==> config.mk <==
export PLATFORM = sky130hd
export DESIGN_NAME = nn_vector_harness
export DESIGN_NICKNAME = d
export VERILOG_FILES = /design/src/rtl/nn_vector_harness.sv
export SDC_FILE = /design/constraint.sdc
export NUM_CORES = 1
export LEC_CHECK = 0
export CAP_MARGIN = 40
export CORE_AREA = 2 2 738 740
export CTS_BUF_LIST = sky130_fd_sc_hd__clkbuf_4 sky130_fd_sc_hd__clkbuf_8 sky130_fd_sc_hd__clkbuf_16
export DETAILED_ROUTE_END_ITERATION = 10
export DIE_AREA = 0 0 740 742
export PLACE_DENSITY_LB_ADDON = 0.08
export RECOVER_POWER = 50
export SETUP_SLACK_MARGIN = 0.3
export SYNTH_ARGS = -nofsm -noshare
export SYNTH_HDL_FRONTEND = slang
export SYNTH_SLANG_ARGS = --single-unit
==> constraint.sdc <==
create_clock -name clk -period 3.4 [get_ports clk]
set_clock_uncertainty 0.1 [all_clocks]
set_input_delay 0.68 -clock clk [delete_from_list [all_inputs] [get_ports clk]]
set_output_delay 0.68 -clock clk [all_outputs]
set_load 0.02 [all_outputs]
==> src/rtl/nn_vector_harness.sv <==
// Stimulus/check harness for ready/valid NN blocks: walks a ROM vector range into the DUT,
// applies output back-pressure and scores every DUT output against the expected ROM.
module nn_vector_harness #(
  parameter int IN_W    = 864,
  parameter int OUT_W   = 54,
  parameter int N_VEC   = 100,
  parameter int IDX_W   = 7,
  parameter int TIMEOUT = 4096,
  parameter int TO_W    = 13
) (
  input  logic               clk,
  input  logic               rst,
  input  logic               start,
  input  logic [1:0]         bp_mode,
  input  logic [IDX_W-1:0]   vec_first,
  input  logic [IDX_W:0]     vec_count,
  output logic [IDX_W-1:0]   stim_addr,
  input  logic [IN_W-1:0]    stim_data,
  output logic [IDX_W-1:0]   exp_addr,
  input  logic [OUT_W-1:0]   exp_data,
  output logic [IN_W-1:0]    dut_in_dat,
  output logic               dut_in_vld,
  input  logic               dut_in_rdy,
  input  logic [OUT_W-1:0]   dut_out_dat,
  input  logic               dut_out_vld,
  output logic               dut_out_rdy,
  output logic               busy,
  output logic               done,
  output logic               pass,
  output logic [15:0]        err_count,
  output logic [IDX_W-1:0]   first_err_idx,
  output logic               timeout_flag
);

  typedef enum logic [1:0] {S_IDLE, S_RUN, S_DONE} state_t;

  state_t             r_state;
  logic [1:0]         r_mode;
  logic [IDX_W:0]     r_count;
  logic [IDX_W:0]     r_in_cnt;
  logic [IDX_W:0]     r_out_cnt;
  logic [IDX_W-1:0]   r_stim_addr;
  logic [IDX_W-1:0]   r_exp_addr;
  logic [IDX_W-1:0]   r_first_err;
  logic [15:0]        r_err;
  logic               r_to;
  logic               r_pass;
  logic [TO_W-1:0]    r_to_cnt;
  logic [15:0]        r_lfsr;
  logic               r_tog;
  logic [1:0]         r_phase;

  logic               w_run;
  logic               w_rdy;
  logic               w_in_xfer;
  logic               w_out_xfer;
  logic               w_mismatch;
  logic [15:0]        w_err_next;
  logic               w_last;
  logic               w_to_hit;
  logic               w_lfsr_fb;

  function automatic logic [IDX_W-1:0] f_next(input logic [IDX_W-1:0] a);
    return (a == IDX_W'(N_VEC - 1)) ? '0 : a + 1'b1;
  endfunction

  assign w_run = (r_state == S_RUN);

  always_comb begin
    w_rdy = 1'b0;
    case (r_mode)
      2'd0: w_rdy = 1'b1;
      2'd1: w_rdy = r_tog;
      2'd2: w_rdy = r_lfsr[0];
      2'd3: w_rdy = (r_phase == 2'd0);
      default: w_rdy = 1'b0;
    endcase
  end

  assign dut_in_dat  = stim_data;
  assign dut_in_vld  = w_run && (r_in_cnt < r_count);
  assign dut_out_rdy = w_run && w_rdy;

  assign w_in_xfer  = dut_in_vld && dut_in_rdy;
  assign w_out_xfer = dut_out_vld && dut_out_rdy;
  assign w_mismatch = w_out_xfer && (dut_out_dat != exp_data);
  assign w_err_next = (w_mismatch && (r_err != '1)) ? r_err + 16'd1 : r_err;
  assign w_last     = w_out_xfer && ((r_out_cnt + 1'b1) == r_count);
  // Expiry is detected one count early so DONE lands exactly TIMEOUT cycles after RUN entry.
  assign w_to_hit   = !w_out_xfer && (r_to_cnt == TO_W'(TIMEOUT - 1));
  assign w_lfsr_fb  = r_lfsr[15] ^ r_lfsr[13] ^ r_lfsr[12] ^ r_lfsr[10];

  assign stim_addr     = r_stim_addr;
  assign exp_addr      = r_exp_addr;
  assign busy          = w_run;
  assign done          = (r_state == S_DONE);
  assign pass          = r_pass;
  assign err_count     = r_err;
  assign first_err_idx = r_first_err;
  assign timeout_flag  = r_to;

  always_ff @(posedge clk) begin
    if (rst) begin
      r_state     <= S_IDLE;
      r_mode      <= '0;
      r_count     <= '0;
      r_in_cnt    <= '0;
      r_out_cnt   <= '0;
      r_stim_addr <= '0;
      r_exp_addr  <= '0;
      r_first_err <= '0;
      r_err       <= '0;
      r_to        <= 1'b0;
      r_pass      <= 1'b0;
      r_to_cnt    <= '0;
      r_lfsr      <= 16'hACE1;
      r_tog       <= 1'b0;
      r_phase     <= '0;
    end else begin
      case (r_state)
        S_IDLE, S_DONE: begin
          if (start) begin
            r_mode      <= bp_mode;
            r_count     <= vec_count;
            r_stim_addr <= vec_first;
            r_exp_addr  <= vec_first;
            r_in_cnt    <= '0;
            r_out_cnt   <= '0;
            r_err       <= '0;
            r_first_err <= '0;
            r_to        <= 1'b0;
            r_to_cnt    <= '0;
            r_tog       <= 1'b1;
            r_phase     <= '0;
            if (vec_count == '0) begin
              r_state <= S_DONE;
              r_pass  <= 1'b1;
            end else begin
              r_state <= S_RUN;
              r_pass  <= 1'b0;
            end
          end
        end
        S_RUN: begin
          if (w_in_xfer) begin
            r_in_cnt    <= r_in_cnt + 1'b1;
            r_stim_addr <= f_next(r_stim_addr);
          end
          if (w_out_xfer) begin
            r_out_cnt  <= r_out_cnt + 1'b1;
            r_exp_addr <= f_next(r_exp_addr);
            r_to_cnt   <= '0;
          end else begin
            r_to_cnt <= r_to_cnt + 1'b1;
          end
          r_err <= w_err_next;
          if (w_mismatch && (r_err == '0))
            r_first_err <= r_exp_addr;
          r_lfsr  <= {r_lfsr[14:0], w_lfsr_fb};
          r_tog   <= ~r_tog;
          r_phase <= r_phase + 2'd1;
          if (w_last) begin
            r_state <= S_DONE;
            r_pass  <= (w_err_next == '0) && !r_to;
          end else if (w_to_hit) begin
            r_state <= S_DONE;
            r_to    <= 1'b1;
            r_pass  <= 1'b0;
          end
        end
        default: r_state <= S_IDLE;
      endcase
    end
  end

endmodule

# [Word level (Yosys, flattened, before mapping)]
# Index checks and enable logic that the tools add are counted.
# W data, S select, Z words.
[totals] regBits=99 latchBits=0 ram_bits=0 mem_bits_ro=0 input_bits=994 word_cells=113 mem_count=0
[op_classes] n_addsub=7 n_mul=0 div_mod_pow=0 order_cmp=1 eq_ne=18 shift=0 mux=40 bitwise_logic=4 reduce_logical=28
[ops] operator="$ne A54 B54 Y1" count=1
[ops] operator="$mux W7" count=7
[ops] operator="$pmux W7 S2" count=3
[ops] operator="$logic_not A16 Y1" count=2
[ops] operator="$mux W16" count=2
[ops] operator="$pmux W16 S2" count=1
[ops] operator="$pmux W8 S2" count=2
[ops] operator="$mux W13" count=2
[ops] operator="$pmux W13 S2" count=1
[ops] operator="$mux W8" count=3
[ops] operator="$add A16 B1 Y16 const B" count=1
[ops] operator="$add A8 B1 Y8 const B" count=2
[ops] operator="$ne A16 B16 Y1 const B" count=1
[ops] operator="$add A7 B1 Y7 const B" count=2
[ops] operator="$eq A7 B7 Y1 const B" count=2
[ops] operator="$add A13 B1 Y13 const B" count=1
[ops] operator="$eq A13 B12 Y1 const B" count=1
[ops] operator="$reduce_and A3 Y1" count=4
[ops] operator="$logic_and A1 B1 Y1" count=10
[ops] operator="$mux W2" count=5
[ops] operator="$eq A8 B8 Y1" count=1
[ops] operator="$logic_not A8 Y1" count=1
[ops] operator="$lt A8 B8 Y1" count=1
[ops] operator="$mux W1" count=8
[ops] operator="other kinds (17)" count=34

# [Logic depth before layout (Yosys ltp)]
[depth] depth_word=11 depth_mapped=12 ltp_nobuf=10

# [Least setup slack after synthesis]
# No wires, ideal clock.
[synth_timing] kind="register -> output" start="register r_count[1]" end="output port dut_in_vld" arrival_ns=1.824 required_time_ns=2.620 setup_slack_ns=0.796 path_stages_with_launch=8 n_path_buf=0 cell_sequence="dfxtp_1 -> inv_1 -> ha_1 -> a21o_1 -> a21o_1 -> a21oi_1 -> o21ai_1 -> a211oi_1"
[synth_via] elab_chain_len=2
[synth_rtl] item="start, declared" line="39" text="logic [IDX_W:0] r_count;"
[synth_rtl] item="start signal, assigned" line="124" text="r_count <= vec_count;"
[synth_rtl] item="$lt A8 B8 Y1" line="81" text="assign dut_in_vld = w_run && (r_in_cnt < r_count);"
[synth_rtl] item="$logic_and A1 B1 Y1" line="81"
[synth_rtl] item="end, declared" line="22" text="output logic dut_in_vld,"
# No other way between the ends.

# [Final worst setup path]
[layout_timing] start="input port exp_data[28]" end="register r_first_err[6] (netlist: first_err_idx[6])"
[layout_via] elab_chain_len=5
[layout_rtl] item="start, declared" line="20" text="input logic [OUT_W-1:0] exp_data,"
[layout_rtl] item="$ne A54 B54 Y1" line="86" text="assign w_mismatch = w_out_xfer && (dut_out_dat != exp_data);"
[layout_rtl] item="$logic_and A1 B1 Y1" line="86"
[layout_rtl] item="$logic_and A1 B1 Y1" line="157" text="if (w_mismatch && (r_err == '0))"
[layout_rtl] item="$ne A2 B1 Y1 (no line)"
[layout_rtl] item="$reduce_and A3 Y1 (no line)"
[layout_rtl] item="end signal, assigned" line="158" text="r_first_err <= r_exp_addr;"
[layout_rtl] item="end, declared" line="44" text="logic [IDX_W-1:0] r_first_err;"
# No other way between the ends.
# A chain may end at the register's enable or synchronous reset.

==> Implementation_results.wiki <==
{| class="wikitable"
! Metric !! Value
|-
| Least-Margin Pin Slew || just over 0.7 ns
|-
| Routed met1 length || approximately 36000 um
|-
| Total count of hold-check failures in the final report || 0
|-
| Worst-path clk slew || 0.10 ns
|-
| Quantity of I/O buffers inserted on ports || 172
|-
| Run status || completed
|-
| Relative area change from synthesis to final layout || 48.86%
|-
| Average cell area after synthesis || 7.611 um^2
|-
| Unrepaired setup endpoints after global routing || true
|-
| Period utilisation layout || 0.9520
|-
| Number of warnings issued by yosys || 0
|-
| DP HPWL || between 200000 and 300000 um
|-
| Area share of the largest cell type after synthesis || 0.5228
|-
| Main flop type after synthesis || sky130_fd_sc_hd__dfxtp_1
|-
| Post-synth cell types || 67
|-
| Highest routed metal layer || met5
|-
| Net count, final || approximately 2.0k
|-
| Total nets after synthesis || approximately 2.6k
|-
| Total negative slack || 0 ns
|-
| Vert. Die Dim || 742 um
|-
| Most used standard cell by instance count after synthesis || sky130_fd_sc_hd__buf_4
|-
| Via count normalized by instance count || 1.111
|-
| Setup-violating endpoint count in the final report || 0
|-
| Clock buffer depth || 2
|-
| Maximum number of pins on one net before global-route repair || 67
|-
| Start-to-end type of the worst setup path || in -> reg
|-
| Number of cell rows || ~270
|-
| Clock Latency Late Sink || roughly 0.45 ns
|-
| Count of maximum capacitance violations || 0
|-
| Overall track demand over capacity in global routing || 0.1008
|-
| Final Routed Wirelength || 286200 um
|-
| Vias after detailed routing || between 9k and 10k
|-
| Total power density per cell area || around 200 mW/mm^2
|-
| Setup crit start kind || input port
|-
| Ratio of cells with drive above 1 in the final layout || 0.2269
|-
| Wire length per cell after detailed routing || around 35 um
|-
| Cell Area, Placed || around 0.018 mm^2
|-
| Number of H-tree branching levels || 3
|-
| Number of remaining DRC errors || 0
|-
| Worst min-delay path category || reg -> reg
|-
| Share of synthesized flip-flops with an asynchronous set or reset || 0
|-
| Leakage power || 0.003744 uW
|-
| Number of buffers inserted by hold repair at cts || 0
|-
| Overflow left after global routing || 0
|-
| Number of global-route vias before repair || 9511
|-
| Element type at the critical path end || register
|-
| Top cells by area, synth || sky130_fd_sc_hd__buf_4, sky130_fd_sc_hd__dfxtp_1, sky130_fd_sc_hd__xnor2_1
|-
| Detail Route met3 WL || ~110000 um
|-
| Number of antenna violations at the first check in global routing || 44
|-
| Die area || about 0.55 mm^2
|-
| Number of enable-type register cells in the synthesized netlist || 0
|-
| Routed wire length on met2 || between 100000 and 150000 um
|-
| Area leader, netlist || sky130_fd_sc_hd__buf_4
|-
| Number of routed nets with antenna violations || 0
|-
| Clock tree from TritonCTS || done
|-
| Sink Count || 99
|-
| Flops & latches, synth || a little under 100
|-
| Cell Area, Synth || ~0.012 mm^2
|-
| Sequential cell area fraction in the yosys report || 0.1595
|-
| Critical path fanouts, max || 7
|-
| Inserted Clock Buffers || 9
|-
| Total chip power || roughly 3700 uW
|-
| Routability congestion estimate || around 0.79
|-
| Number of DRC markers after the initial detailed-route iteration || 485
|-
| Initial cell density of the core || 0.02291
|-
| Slew Limit Headroom || 0.5157
|-
| Peak supply drop || around 0.24 mV
|-
| Clock root buffer master || sky130_fd_sc_hd__clkbuf_16
|-
| Post-route minimum period || between 3 and 4 ns
|-
| Final core occ || 0.03411
|-
| Most numerous cell types in the synthesized netlist || sky130_fd_sc_hd__buf_4, sky130_fd_sc_hd__nand2_1, sky130_fd_sc_hd__dfxtp_1
|-
| Number of instances in the synthesized netlist || between 1.5k and 2k
|-
| Maximum operating frequency || between 0.3 and 0.4 GHz
|-
| Wire length of the first global-routing pass || 313500 um
|-
| Area of the core region || around 0.54 mm^2
|-
| Data required time at the worst endpoint || 3.66 ns
|-
| First-pass DRT Iterations || 6
|-
| Arr. time, crit path || around 3.5 ns
|-
| I/O pin count || approximately 1.9k
|-
| Number of pins exceeding their max-slew limit in the final report || 0
|-
| Worst hold slack || approximately 0.35 ns
|-
| Post-route standard cell area excluding fillers || 0.01849 mm^2
|-
| Die Span X || between 700 and 800 um
|}
through the flow:
| step | worst slack (ns) | instances |
|---|---|---|
| 2_1_floorplan | 0.7963 | 1632 |
| 3_3_place_gp | -1.621 | 8246 |
| 3_5_place_dp | -1.371 | 8249 |
| 4_1_cts | 0.02759 | 8270 |
| 5_1_grt | 0.02649 | 8278 |
| 6_report | 0.1631 | 8280 |
worst paths after layout:
| kind | endpoint | cells past startpoint | slack, ns | startpoint |
|---|---|---|---|---|
| worst min register to register | r_lfsr[4] | 2 | 0.35 | r_lfsr[3] |
| worst min-delay path | r_lfsr[4] | 2 | 0.35 | r_lfsr[3] |
| worst max register to register | first_err_idx[5] | 10 | 0.41 | err_count[2] |
| worst max-delay path | first_err_idx[6] | 15 | 0.16 | exp_data[28] |
registers in the layout (all words and copies together) (netlist names), 7 cells and up:
register	cells
r_in_cnt	8
stim_addr	7
exp_addr	7
r_to_cnt	13
r_out_cnt	8
first_err_idx	7
r_lfsr	16
r_count	8
err_count	16
cells in the final DEF (no fill, tap or decap), drive strengths merged, types with 9 or more instances in the layout:
cell type	n
nand2	101
nand4	21
nor4	10
nand3	32
and3	16
o21ai	30
inv	22
nor2	64
a311oi	11
clkbuf	9
xnor2	60
a211oi	16
dlygate4sd2	21
clkdlybuf4s50	121
dfxtp	99
clkdlybuf4s15	10
a31oi	12
buf	144
ha	15
a21oi	74
nand3b	9
nor3	23
what timing repair did:
action / in CTS / in global routing
endpoints found under the setup margin: 25 / 22
hold endpoints to repair: 0 / 0
gates resized for setup: 142 / 25
pin swaps: 26 / 23
cloned: 1 / 0
setup buffers: 4 / 4
report_power, final:
group | switching (uW) | internal [uW] | total, uW | leakage [uW]
logic | 680 | 473 | 1150 | 0.00280
clock network | 723 | 520 | 1240 | 0.000139
registers | 72.7 | 1210 | 1280 | 0.000807
per-layer routing:
metal  up-vias  GRT usage
met5         -    0.01310
met4        44    0.06761
met3       514     0.1780
met2      1607     0.1477
met1      3724    0.03606
li1       3311          -
final cells by class:
cell class	count	area, um^2
Fill cell	64540	523700
Tap cell	7234	9051
Antenna cell	6	15.01
Clock buffer	9	225.2
Clock inverter	7	76.32
Timing Repair Buffer	301	3062
Multi-Input combinational cell	603	3994
Inverter	21	78.83
Sequential cell	99	1989
cell families (layout without fill, tap and decap cells):
| group | after synthesis | after routing | synth area share |
|---|---|---|---|
| buffers and inverters | 930 | 338 | 0.5430 |
| AND/OR/NAND/NOR | 326 | 326 | 0.1326 |
| AO/OA/AOI/OAI | 189 | 189 | 0.09750 |
| flip-flops | 99 | 99 | 0.1595 |
| XOR/XNOR | 66 | 66 | 0.04653 |
| adder cells (fa/ha/maj) | 15 | 15 | 0.01511 |
| multiplexers | 7 | 7 | 0.005741 |
| other | 0 | 6 | 0 |
critical path, cell delays in order:
cell,delay [ns]
sky130_fd_sc_hd__clkdlybuf4s50_1,0.48
sky130_fd_sc_hd__buf_12,0.16
sky130_fd_sc_hd__xnor2_1,0.21
sky130_fd_sc_hd__nand4_1,0.10
sky130_fd_sc_hd__nor4_1,0.36
sky130_fd_sc_hd__buf_4,0.18
sky130_fd_sc_hd__nand4_1,0.20
sky130_fd_sc_hd__buf_6,0.23
sky130_fd_sc_hd__buf_6,0.13
sky130_fd_sc_hd__a31oi_4,0.15
sky130_fd_sc_hd__buf_12,0.13
sky130_fd_sc_hd__buf_12,0.12
sky130_fd_sc_hd__buf_16,0.15
sky130_fd_sc_hd__nand2_1,0.06
sky130_fd_sc_hd__a21oi_1,0.12
(Power assumes the default switching activity.)
